## src/rtl/shift_sequencer_pkg.sv

```systemverilog
// Shared definitions for the shift sequencer: FSM state encoding and default widths.
package shift_sequencer_pkg;

  localparam int WIDTH_DEF = 16;
  localparam int CNT_W_DEF = 4;

  typedef enum logic [1:0] {
    S_IDLE  = 2'd0,
    S_SHIFT = 2'd1,
    S_DONE  = 2'd2
  } state_e;

endpackage

```

## src/rtl/shift_sequencer_shifter.sv

```systemverilog
// One-bit logical shifter datapath; overflow flags the bit pushed off the end.
module shift_sequencer_shifter #(
  parameter int WIDTH = 16
) (
  input  logic [WIDTH-1:0] a,
  input  logic             sel,
  output logic             overflow,
  output logic [WIDTH-1:0] outShift
);

  always_comb begin
    if (sel) begin
      outShift = {1'b0, a[WIDTH-1:1]};
      overflow = a[0];
    end else begin
      outShift = {a[WIDTH-2:0], 1'b0};
      overflow = a[WIDTH-1];
    end
  end

endmodule

```

## src/rtl/shift_sequencer.sv

```systemverilog
// Multi-cycle shift-by-N controller iterating a 1-bit shifter once per clock.
// Optional EARLY_EXIT_EN: leave SHIFT as soon as the work value becomes zero.
module shift_sequencer
  import shift_sequencer_pkg::*;
#(
  parameter int WIDTH = WIDTH_DEF,
  parameter int CNT_W = CNT_W_DEF
) (
  input  logic             clk,
  input  logic             rst,
  input  logic             start,
  input  logic [WIDTH-1:0] a,
  input  logic             sel,
  input  logic [CNT_W-1:0] amount,
  output logic             busy,
  output logic             done,
  output logic [WIDTH-1:0] result,
  output logic             overflow
);

  state_e             state_q, state_d;
  logic [WIDTH-1:0]   work_q, work_d;
  logic               sel_q, sel_d;
  logic [CNT_W-1:0]   count_q, count_d;
  logic               ovf_q, ovf_d;

  logic [WIDTH-1:0]   shift_out;
  logic               shift_ovf;

  shift_sequencer_shifter #(
    .WIDTH(WIDTH)
  ) u_shifter (
    .a        (work_q),
    .sel      (sel_q),
    .overflow (shift_ovf),
    .outShift (shift_out)
  );

  always_ff @(posedge clk or posedge rst) begin
    if (rst) begin
      state_q <= S_IDLE;
      work_q  <= '0;
      sel_q   <= 1'b0;
      count_q <= '0;
      ovf_q   <= 1'b0;
    end else begin
      state_q <= state_d;
      work_q  <= work_d;
      sel_q   <= sel_d;
      count_q <= count_d;
      ovf_q   <= ovf_d;
    end
  end

  always_comb begin
    state_d = state_q;
    work_d  = work_q;
    sel_d   = sel_q;
    count_d = count_q;
    ovf_d   = ovf_q;
    case (state_q)
      S_IDLE: begin
        if (start) begin
          work_d  = a;
          sel_d   = sel;
          count_d = amount;
          ovf_d   = 1'b0;
          state_d = (amount == '0) ? S_DONE : S_SHIFT;
        end
      end
      S_SHIFT: begin
        work_d  = shift_out;
        ovf_d   = ovf_q | shift_ovf;
        count_d = count_q - 1'b1;
        if (count_q == CNT_W'(1)) begin
          state_d = S_DONE;
        end
`ifdef EARLY_EXIT_EN
        // A zero work value cannot change result or overflow any further.
        else if (shift_out == '0) begin
          state_d = S_DONE;
        end
`endif
      end
      S_DONE: begin
        state_d = S_IDLE;
      end
      default: begin
        state_d = S_IDLE;
      end
    endcase
  end

  assign busy     = (state_q != S_IDLE);
  assign done     = (state_q == S_DONE);
  assign result   = work_q;
  assign overflow = ovf_q;

endmodule

```

## config.mk

```make
export PLATFORM = sky130hd
export DESIGN_NAME = shift_sequencer
export DESIGN_NICKNAME = d
export VERILOG_FILES = /design/src/rtl/shift_sequencer_pkg.sv /design/src/rtl/shift_sequencer_shifter.sv /design/src/rtl/shift_sequencer.sv
export SDC_FILE = /design/constraint.sdc
export NUM_CORES = 1
export LEC_CHECK = 0
export BUFFER_PORTS_ARGS = -buffer_cell sky130_fd_sc_hd__buf_4
export CAP_MARGIN = 20
export CORE_MARGIN = 8
export CORE_UTILIZATION = 43
export CTS_CLUSTER_SIZE = 30
export DETAILED_ROUTE_END_ITERATION = 7
export PLACE_DENSITY = 0.78
export RECOVER_POWER = 25
export REMOVE_ABC_BUFFERS = 1
export SLEW_MARGIN = 30
export SYNTH_ARGS = -nofsm -noshare
export SYNTH_HDL_FRONTEND = slang
export SYNTH_SLANG_ARGS = --single-unit
```

## constraint.sdc

```tcl
create_clock -name clk -period 1.5 [get_ports clk]
set_input_delay 0.075 -clock clk [delete_from_list [all_inputs] [get_ports clk]]
set_output_delay 0.075 -clock clk [all_outputs]
set_load 0.005 [all_outputs]
```

==> flow_summary.toml <==
[grt]
antenna_found_initial = 0
grt_pass1_vias = 1251
grt.total_usage_pct = 13.68
gr-total-overflow = 0
grt_first_pass_wirelength_um = 5920
grt_start_max_net_pins = 33

[timing]
period_share_pct = 93.62
tightest_slew_ns = 0.5284
tns_ns = 0
rsz0062_at_grt = "no"
setup_viol = 0
period_minus_slack_ns = 1.404
slew_viol_final = 0
max-slew-margin-rel_pct = 64.77
fmax_mhz = 712.1
final_hold_viol_count = 0
skew_ns = 0.005815
holdWs_ns = 0.01245

[worst_setup_path]
cp.required_ns = 1.42
startpoint_type = "register"
crit_fanout = 10
rr_startpoint = "state_q[0]"
crit_path_start = "state_q[0]"
worstSetupEndpoint = "busy"
ff2ff_path_depth = 3
path_cells = "or2_2 > buf_4"
critPathCaptureType = "output port"
cp.arrival_ns = 1.33
critPathKind = "reg2out"
rrSetupSlack_ns = 0.16
critical_path.max_stage_delay_ns = 0.52
r2r_end = "count_q[3]"
cp_slowest_cell = "dfrtp_1"

[drt]
viasPerCell = 5.208
via_count = 1250
drc = 0
initialDrtViolationCount = 66
drt_wl_total_um = 3594
ant_nets = 0
drt-pass1-iter-count = 3
wire_per_inst_um = 14.98

[pwr]
seqPwrFrac_pct = 31.8
ir_worst_vdd_v = 0.001148
power_density_nw_per_um2 = 2224
internal_power_mw = 2.510
clkPwrFrac_pct = 11.1
sw_frac_of_total_pct = 40.63
p_sw_mw = 1.717
p_comb_share_pct = 57.2
finalPower_mw = 4.227
leakagePower_nw = 0.8402

[synth]
synth-seq-cells = 24
netlist_area_um2 = 1460
synth_top_area_cell = "dfrtp_1"
ys_async_sr_fraction_pct = 100.0
synthTopCellsByArea = "dfrtp_1 (41%), o31ai_2 (11%), a211oi_1 (7.2%)"
ys_types = 35
yosysWarnings = 0
syn_inst = 149
synth.yosys.seq_area_share_pct = 41.13
synth-edff-count = 0
syn_avg_cell_area_um2 = 9.800
synth_top_area_share_pct = 41.13
synth_ff_type = "dfrtp_1"

[floorplan]
ios = 43
fp.dieH_um = 74.27
coreArea_um2 = 3311
rows = 21
die_w_um = 74.27
die_area_um2 = 5516
start_util_pct = 44.10

[clock_network]
cts_setup_buffers = 0
clk_latency_ns = 0.31
cts_root_buf = "clkbuf_4"
clockBufferDepth = 2
numCtsBuffers = 3
clk_pin_slew_worst_paths_ns = 0.14
h-tree-depth = 1
cts_tree = "done"
clock_sinks = 24

[final_layout]
n_fill_cell = 324
multi_input_area_um2 = 755.7
diodes = 0
layout-drive-gt1-share_pct = 36.08
ff_latch_area_um2 = 600.6
final_util_pct = 57.41
area_growth_pct = 30.16
fin_nets = 221

[place]
dp_hpwl_um = 2758
place_congestion = 0.9218
portBuffers = 42

[worst_hold_path]
hp-class = "in2reg"

[flow_run]
cap_viol_max_count = 0

[outcome]
status = "finished clean"
[per-layer routing]
layer	global-route usage, %	vias to the layer above	wire, µm
met1	16.41	591	1579
met5	0	-	0
met4	3.261	0	13
met3	4.717	2	294
met2	22.85	31	1706
li1	-	626	-
[power by group through the flow]
| stage | Clock (mW) | Combinational (mW) | Sequential, mW |
|---|---|---|---|
| floorplan | 0 | 1.43 | 1.36 |
| global placement | 0 | 2.35 | 1.34 |
| detailed placement | 0 | 2.43 | 1.36 |
| CTS | 0.478 | 2.45 | 1.34 |
| global route | 0.506 | 2.68 | 1.40 |
| finish | 0.468 | 2.42 | 1.34 |
[logic make-up after synthesis]
kind of cell	after synthesis	share of synthesized area, %
flip-flops	24	41.13
AND/OR/NAND/NOR	68	24.34
adder cells (fa/ha/maj)	2	1.714
XOR/XNOR	1	0.5999
multiplexers	1	0.6855
buffers and inverters	14	7.112
AO/OA/AOI/OAI	39	24.42
[sequential cells by signal, summed over array words and instances, names as in the netlist]
signal and cells:
result 16, count_q 4, overflow 1, sel_q 1, state_q 2
[synthesized netlist by cell type, drive strengths merged, types with 2 or more instances]
master,n
dfrtp,24
nand2,21
nor2,16
nor2b,16
a211oi,14
o31ai,14
buf,10
o21ai,4
inv,3
nand3,3
a21oi,2
ha,2
nor3b,2
or3,2
[critical path: cells and delay by family, from the launching register on]
family                 cells  cell delay, ns
AND/OR/NAND/NOR            1            0.35
buffers and inverters      1            0.14
flip-flops                 1            0.52
[cell type report]
cell class	count	share of cell area (%)
clock inverters	1	1.580
clock buffers	3	1.185
inverters	3	0.5925
repair buffers	52	22.25
flip-flops and latches	24	31.60
well taps	46	3.028
multi-input cells	111	39.76
[layout by cell type, fill, tap and decap left out, types with 2 or more instances in the layout]
| cell | count |
|---|---|
| nor2b_1 | 16 |
| o31ai_2 | 13 |
| clkbuf_4 | 4 |
| a21oi_1 | 2 |
| nand2_1 | 21 |
| buf_12 | 2 |
| o21ai_1 | 3 |
| buf_4 | 44 |
| ha_1 | 2 |
| a211oi_1 | 14 |
| dfrtp_1 | 24 |
| or3_1 | 2 |
| nor2_1 | 16 |
| inv_1 | 3 |
| nand3_1 | 3 |
| dlygate4sd3_1 | 4 |
[how the worst min path moves through the flow]
stage / startpoint / endpoint / slack [ns] / cells after the start
floorplan: rst / count_q[0] / 0.09 / 1
global placement: rst / result[6] / -0.04 / 2
detailed placement: rst / result[5] / -0.04 / 2
CTS: amount[3] / count_q[3] / 0.009 / 3
global route: a[0] / result[0] / 0.007 / 3
finish: amount[3] / count_q[3] / 0.01 / 3
[per-stage QoR]
stage,worst slack [ns],instances,cell area (µm²)
after CTS,0.08310,240,1903
after detailed placement,0.1684,232,1810
after floorplan,-0.2842,138,1368
after global placement,0.2365,232,1810
final,0.09563,240,1901
after global routing,0.04127,240,1901
[timing repair]
action	in CTS	in global routing
hold endpoints to repair	27	0
gates resized for setup	0	0
endpoints found under the setup margin	0	0
hold buffers	4	0
No activity file was read; power rests on OpenSTA's default activity.
